### src/rtl/tuner_pkg.sv
// tuner_pkg: constants and types shared by the tuner datapath blocks
// (mixer, CIC decimator and downstream filters).
package tuner_pkg;

   localparam int TUNER_DSZ         = 16;
   localparam int CIC_N_DEF         = 4;
   localparam int CIC_RMAX_LOG2_DEF = 6;

   // CIC register growth: every integrator/comb stage can add log2(RMAX) bits.
   function automatic int cic_aw(input int dsz, input int n, input int rmax_log2);
      return dsz + n * rmax_log2;
   endfunction

   typedef logic signed [TUNER_DSZ-1:0] sample_t;

endpackage

### src/rtl/saturator.sv
// saturator: clamps a signed ISZ-bit value into the signed OSZ-bit range.
module saturator #(
   parameter int ISZ = 41,
   parameter int OSZ = 16
) (
   input  logic signed [ISZ-1:0] din,
   output logic signed [OSZ-1:0] dout
);

   // In range when every bit above the output sign bit matches it.
   always_comb begin
      if ((&din[ISZ-1:OSZ-1]) || (~|din[ISZ-1:OSZ-1]))
         dout = din[OSZ-1:0];
      else if (din[ISZ-1])
         dout = {1'b1, {(OSZ-1){1'b0}}};
      else
         dout = {1'b0, {(OSZ-1){1'b1}}};
   end

endmodule

### src/rtl/tuner_cic_decimator.sv
// tuner_cic_decimator: programmable-rate N-stage CIC decimator behind the
// tuner mixer. Output rounding is round-half-up followed by a right shift.
// Optional feature macro TUNER_CIC_SAT_EN: saturate instead of wrapping the
// final DSZ-bit reduction.
module tuner_cic_decimator
   import tuner_pkg::*;
#(
   parameter int DSZ       = TUNER_DSZ,
   parameter int N         = CIC_N_DEF,
   parameter int RMAX_LOG2 = CIC_RMAX_LOG2_DEF
) (
   input  logic                  clk,
   input  logic                  reset,
   input  logic [RMAX_LOG2:0]    rate,
   input  logic [5:0]            shift,
   input  logic                  in_valid,
   input  logic signed [DSZ-1:0] in,
   output logic signed [DSZ-1:0] out,
   output logic                  out_valid
);

   localparam int AW = cic_aw(DSZ, N, RMAX_LOG2);
   localparam int VW = AW + 1;
   localparam int RW = RMAX_LOG2 + 1;
   localparam logic [RW-1:0] RMAX = RW'(2 ** RMAX_LOG2);
   localparam logic [5:0]    SMAX = 6'(AW - DSZ);

   logic [RW-1:0]         rate_c;
   logic [RW-1:0]         r_rate;
   logic [RW-1:0]         cnt;
   logic [5:0]            shift_c;
   logic [5:0]            r_shift;
   logic                  dec_ev;
   logic signed [AW-1:0]  cap;
   logic                  cap_tok;
   logic [5:0]            cap_sh;
   logic signed [AW-1:0]  integ_last;
   logic signed [AW-1:0]  comb_last;
   logic                  tok_last;
   logic [5:0]            sh_last;
   logic signed [VW-1:0]  v_sum;
   logic signed [DSZ-1:0] v_red;

   // Clamp requested rate/shift into the legal range before latching.
   always_comb begin
      rate_c = rate;
      if (rate < RW'(2))
         rate_c = RW'(2);
      else if (rate > RMAX)
         rate_c = RMAX;
      shift_c = (shift > SMAX) ? SMAX : shift;
   end

   assign dec_ev = in_valid && (cnt == r_rate - RW'(1));

   for (genvar k = 0; k < N; k++) begin : g_integ
      logic signed [AW-1:0] acc;
      logic signed [AW-1:0] addend;
      if (k == 0) begin : g_first
         assign addend = {{(AW-DSZ){in[DSZ-1]}}, in};
      end else begin : g_next
         assign addend = g_integ[k-1].acc;
      end
      // Pipelined integrator: adds the previous stage's registered sum, wraps freely.
      always_ff @(posedge clk) begin
         if (reset)
            acc <= '0;
         else if (in_valid)
            acc <= acc + addend;
      end
   end
   assign integ_last = g_integ[N-1].acc;

   // Frame counter, comb-input capture, and rate/shift latching at frame ends.
   // The shift that governs a frame travels with its token so a later
   // shift change cannot retroactively affect an in-flight sample.
   always_ff @(posedge clk) begin
      if (reset) begin
         cnt     <= '0;
         cap     <= '0;
         cap_tok <= 1'b0;
         cap_sh  <= '0;
         r_rate  <= rate_c;
         r_shift <= shift_c;
      end else begin
         cap_tok <= dec_ev;
         if (in_valid)
            cnt <= dec_ev ? '0 : cnt + RW'(1);
         if (dec_ev) begin
            cap     <= integ_last;
            cap_sh  <= r_shift;
            r_rate  <= rate_c;
            r_shift <= shift_c;
         end
      end
   end

   for (genvar k = 0; k < N; k++) begin : g_comb
      logic signed [AW-1:0] c;
      logic signed [AW-1:0] x_prev;
      logic signed [AW-1:0] x_in;
      logic                 tok;
      logic                 t_in;
      logic [5:0]           sh;
      logic [5:0]           s_in;
      if (k == 0) begin : g_first
         assign x_in = cap;
         assign t_in = cap_tok;
         assign s_in = cap_sh;
      end else begin : g_next
         assign x_in = g_comb[k-1].c;
         assign t_in = g_comb[k-1].tok;
         assign s_in = g_comb[k-1].sh;
      end
      // Comb stage: difference against the last value this stage accepted.
      always_ff @(posedge clk) begin
         if (reset) begin
            c      <= '0;
            x_prev <= '0;
            tok    <= 1'b0;
            sh     <= '0;
         end else begin
            tok <= t_in;
            if (t_in) begin
               c      <= x_in - x_prev;
               x_prev <= x_in;
               sh     <= s_in;
            end
         end
      end
   end
   assign comb_last = g_comb[N-1].c;
   assign tok_last  = g_comb[N-1].tok;
   assign sh_last   = g_comb[N-1].sh;

   // Add half an output LSB one bit wider than the accumulator so it cannot overflow.
   always_comb begin
      v_sum = {comb_last[AW-1], comb_last};
      if (sh_last != 6'd0)
         v_sum = v_sum + (VW'(1) << (sh_last - 6'd1));
   end

`ifdef TUNER_CIC_SAT_EN
   logic signed [VW-1:0] v;
   assign v = v_sum >>> sh_last;
   saturator #(.ISZ(VW), .OSZ(DSZ)) u_sat (.din(v), .dout(v_red));
`else
   assign v_red = DSZ'(v_sum >>> sh_last);
`endif

   // Output register: value held between strobes, one-cycle valid.
   always_ff @(posedge clk) begin
      if (reset) begin
         out       <= '0;
         out_valid <= 1'b0;
      end else begin
         out_valid <= tok_last;
         if (tok_last)
            out <= v_red;
      end
   end

endmodule

### config.mk
export PLATFORM = sky130hd
export DESIGN_NAME = tuner_cic_decimator
export DESIGN_NICKNAME = d
export VERILOG_FILES = /design/src/rtl/tuner_pkg.sv /design/src/rtl/saturator.sv /design/src/rtl/tuner_cic_decimator.sv
export SDC_FILE = /design/constraint.sdc
export NUM_CORES = 2
export LEC_CHECK = 0
export ABC_AREA = 1
export CORE_MARGIN = 2
export CORE_UTILIZATION = 50
export CTS_CLUSTER_SIZE = 8
export DETAILED_ROUTE_END_ITERATION = 16
export GPL_ROUTABILITY_DRIVEN = 0
export PLACE_DENSITY = 0.74
export SKIP_LAST_GASP = 1
export SLEW_MARGIN = 20
export SYNTH_ARGS = -nofsm -noshare
export SYNTH_HDL_FRONTEND = slang
export SYNTH_SLANG_ARGS = --single-unit
### constraint.sdc
create_clock -name clk -period 7.7 [get_ports clk]
set_clock_uncertainty 0.15 [all_clocks]
set_input_delay 0.77 -clock clk [delete_from_list [all_inputs] [get_ports clk]]
set_output_delay 0.77 -clock clk [all_outputs]
set_load 0.01 [all_outputs]
**Word level (Yosys, flattened, before mapping)**

Cells that the tools add are included.

- Muxes and demuxes: 9
- $add $sub $neg: 12
- Eq/ne operators: 1
- Shift-type cells: 2
- $lt $le $gt $ge: 3
- Reduce and logical (&&, ||, !) cells: 3

Operator list:

| cell | number |
|---|---|
| $sub A40 B40 Y40 | 4 |
| $add A40 B40 Y40 | 3 |
| $add A40 B41 Y41 | 1 |
| $mux W41 | 1 |
| $shl A1 B6 Y41 const A | 1 |
| $sshr A41 B6 Y16 | 1 |
| $add A40 B16 Y40 | 1 |
| $mux W7 | 5 |
| $mux W6 | 3 |
| $add A7 B1 Y7 const B | 1 |
| $eq A7 B7 Y1 | 1 |
| $gt A7 B7 Y1 const B | 1 |
| $lt A7 B2 Y1 const B | 1 |
| $sub A7 B1 Y7 const B | 1 |
| $gt A6 B5 Y1 const B | 1 |
| $reduce_bool A6 Y1 | 1 |
| $sub A6 B1 Y6 const B | 1 |
| $reduce_bool A2 Y1 | 1 |
| $logic_and A1 B1 Y1 | 1 |

- Bits of input ports: 32
- Output and inout port bits: 17
- Bits in registers: 592
- Logic and storage cells: 58

**Depth between registers and ports, before layout**

- Word-level depth: 5
- Mapped depth: 39
- Gate-level depth less buffers: 36

**Worst setup path before layout**

Ideal clock, no wire load.

- Kind: reg-to-reg
- Start point: reg g_comb[3].sh[1]
- End point: reg out[13]
- Required time: 7.415 ns
- Slack: 4.022 ns
- Buffers on the path: 4
- Clock period less this slack: 3.678 ns
- Data arrival time: 3.394 ns
- Setup time: 0.135 ns
- Cell stages (with the launch flop): 35
- Cell sequence: dfxtp_1 > buf_6 > nor2_4 > inv_2 > nor2_4 > nand2_2 > nor2_4 > nand2_4 > buf_6 > buf_6 > nand2_1 > nor2_1 > inv_1 > buf_2 > nor2_1 > ha_1 > nand2_1 > nor2_1 > nand2_1 > nor2_1 > nand2_1 > nand3_1 > nand2_1 > nand2_1 > nand2_1 > nand3_1 > nand3_1 > nand2_1 > nand2_1 > nand3_1 > nand3_1 > nand3_1 > nand2_1 > nand2_1 > a21oi_1

- Word-level cells in the longest chain between the ends: 5

Ends and longest elaborated chain:

| element | RTL line | text |
|---|---|---|
| start: declaration | tuner_cic_decimator.sv:104 | `logic [5:0] sh;` |
| start signal: assignment | tuner_cic_decimator.sv:127 | `sh <= s_in;` |
| $sub A6 B1 Y6 | tuner_cic_decimator.sv:140 | `v_sum = v_sum + (VW'(1) << (sh_last - 6'd1));` |
| $shl A1 B6 Y41 | tuner_cic_decimator.sv:140 |  |
| $add A40 B41 Y41 | tuner_cic_decimator.sv:140 |  |
| $mux W41 | tuner_cic_decimator.sv:139 | `if (sh_last != 6'd0)` |
| $sshr A41 B6 Y16 * | tuner_cic_decimator.sv:148 | `assign v_red = DSZ'(v_sum >>> sh_last);` |
| end signal: assignment | tuner_cic_decimator.sv:159 | `out <= v_red;` |
| end: declaration | tuner_cic_decimator.sv:18 | `output logic signed [DSZ-1:0] out,` |

Mark *: on every way between the ends. The rest lies on a longest branch, timed or not.
A chain may end at the register's enable or synchronous reset.

**Worst setup path in the final report**

- Start point: reg g_comb[3].sh[0]
- End point: reg out[15]

Same word-level chain as after synthesis.

==> impl_metrics.ini <==
[setup_path]
required_ns = 8.14
reg2reg_depth = 28
crit_top_cell = nand3_1
cp_top_family = simple AND/OR/NAND/NOR gates
worstSetupPathDepth = 28
worstSetupStartpointType = register
end_kind = register
worstPathArrival_ns = 6.14
cp_slowest_stage_delay_ns = 0.61
slowest_stage = dfxtp_1
worstSetupPathType = register to register
critPathBufInv = 4
critical_path.max_fanout = 53

[timing]
max_slew_margin = 0.235
drv_slew = 0
worst_pin_slew_ns = 1.15
fin_crit_ns = 5.70
fin_hold_ws_ns = 0.296
finalSetupViolCount = 0
fmax_ghz = 0.175
final-hold-violation-count = 0
timing.final.crit_share = 0.741
setup_tns_ns = 0
rsz0062_at_grt = false

[clock_network]
htreeDepth = 3
worstSkewPairLatency_ns = 0.67
numCtsBuffers = 85
post_cts_buffers = 0
root_buffer = clkbuf_16
clkSinkCount = 592
clockBufferDepth = 3
cts_resized = 0
cts.clk_slew.worst_paths_ns = 0.05
cts_hold_buf = 0
tritoncts = yes

[drt]
vias_per_cell = 5.67
detail-route-antenna-nets = 0
drc = 0
drtIter0Drc = 4170
wl_um = 136000
wire_per_inst_um = 16.8
drt_first_pass_iters = 8
vias = 46000

[synth]
syn_avg_cell_area_um2 = 6.43
ys_warn_count = 0
synth_compound_area_frac = 0.231
yosys.area_share.simple = 0.232
synth_top_family_by_area = simple AND/OR/NAND/NOR gates
synthCells = 6983
synthArstFlopShare = 0
yosysUniqueCellTypes = 69
synth_fa_ha_area_frac = 0.103
synth_xor_area_frac = 0.0489
synthMuxAreaShare = 0
syn-cell-area_um2 = 44900
ys_seq_elements = 592
synth_ff_type = dfxtp_1
synth_nets = 7378
synth_edf_count = 13
yosysSeqAreaShare = 0.267

[finish]
nets = 7311
drive_gt1_frac = 0.0322
diodes = 0
layout_common_cells = nand2_1 (1162), inv_1 (1161), a21oi_1 (757)
fillers = 8724
fin_cells = 8101
final_common_cell = nand2_1
area_delta_synth_final_pct = 7.84

[global_routing]
grt_pass1_wl_um = 218000
overflow = 0
grt.total_usage = 0.285
grt_start_max_net_pins = 140
grt_pass1_vias = 41900
antenna_found_initial = 0

[worst_hold_path]
min_path_cells = 2
hold_path.class = register to register

[status]
status = finished clean

[run]
drv_cap = 0

[floorplan]
ioPinCount = 49
die_area_um2 = 92300
die_height_um = 304
core_um2 = 88600
rows = 109
initial_utilization = 0.507
fp.dieW_um = 304

[power_and_ir_drop]
pwr_density_cell_nw_per_um2 = 175
p_total_uw = 8460
leakage_uw = 0.0248
ir_drop_v = 0.000183

[placement]
place_hpwl_um = 103000
portBuffers = 48
place_inst = 7994
==> kinds of logic (layout without fill, tap and decap cells) <==
| group | count (synthesis) | count (layout) |
|---|---|---|
| AO/OA/AOI/OAI | 1868 | 1868 |
| XOR/XNOR | 251 | 251 |
| adder cells (fa/ha/maj) | 363 | 363 |
| buffers and inverters | 1403 | 1356 |
| flip-flops | 592 | 592 |
| other | 1 | 1 |
| AND/OR/NAND/NOR | 2505 | 2505 |
==> stage by stage <==
| step | area, um2 | utilization | setup WS, ns |
|---|---|---|---|
| after floorplan | 44900 | - | 4.02 |
| after global placement | 46200 | 0.521 | 2.40 |
| after detailed placement | 46200 | 0.521 | 2.32 |
| after CTS | 48500 | 0.547 | 2.30 |
| after global routing | 48400 | 0.547 | 1.63 |
| final | 48400 | 0.547 | 2.00 |
==> state kept, by name, indices dropped and copies added (netlist names), 7 cells and up <==
register / cells
g_comb.c: 120
g_comb.x_prev: 160
g_integ.acc: 160
cap: 40
g_comb.sh: 24
r_rate: 7
comb_last: 40
cnt: 7
out: 16
==> where the power goes <==
part	internal, uW	leakage (uW)	switching, uW
Combinational	623	0.0189	1090
Sequential	3200	0.00483	145
Clock	1980	0.00113	1420
==> metal layers <==
metal	vias up	track usage	part of all wire
li1	22900	-	-
met2	1775	0.464	0.45
met1	20900	0.376	0.43
met4	0	0.116	0.044
met3	354	0.0445	0.077
met5	-	0	0
==> cell usage after synthesis, drive strengths merged, types with 13 or more instances <==
master	n	area [um2]
nand2	1168	4400
a21oi	770	3900
buf	45	240
dfxtp	579	11600
nand3	443	2260
a31oi	69	438
ha	354	4430
xnor2	101	885
xor2	150	1310
o221ai	28	251
o21ai	736	3770
o21a	28	210
nand4	51	319
o21bai	29	221
nor4	19	119
nor2	724	2750
edfxtp	13	390
o22ai	37	231
or2	24	150
inv	1169	4390
a21boi	16	128
o211ai	79	593
a21o	29	218
clkbuf	183	687
nor3	59	305
==> worst paths after layout <==
kind / startpoint / endpoint / slack [ns]
worst max-delay path: g_comb[3].sh[0]$_SDFFE_PP0P_ / out[15]$_SDFFE_PP0P_ / 2.00
worst min-delay path: r_shift[5]$_SDFFCE_PN0P_ / cap_sh[5]$_SDFFE_PP0P_ / 0.30
worst max register to register: g_comb[3].sh[0]$_SDFFE_PP0P_ / out[15]$_SDFFE_PP0P_ / 2.00
worst min register to register: r_shift[5]$_SDFFCE_PN0P_ / cap_sh[5]$_SDFFE_PP0P_ / 0.30
==> worst min-delay path: stages (launching register included) <==
cell and delay (ns):
edfxtp_1 0.32, nand2_1 0.05, nand2_1 0.04
==> final cells by class <==
class	count	area [um2]	area share
multi-input cells	4988	27600	0.570
flip-flops and latches	592	12000	0.247
inverters	1175	4420	0.0913
clock buffers	97	2180	0.0450
well taps	1165	1460	0.0301
repair buffers	74	669	0.0138
clock inverters	10	114	0.00235
(Power assumes the default switching activity.)
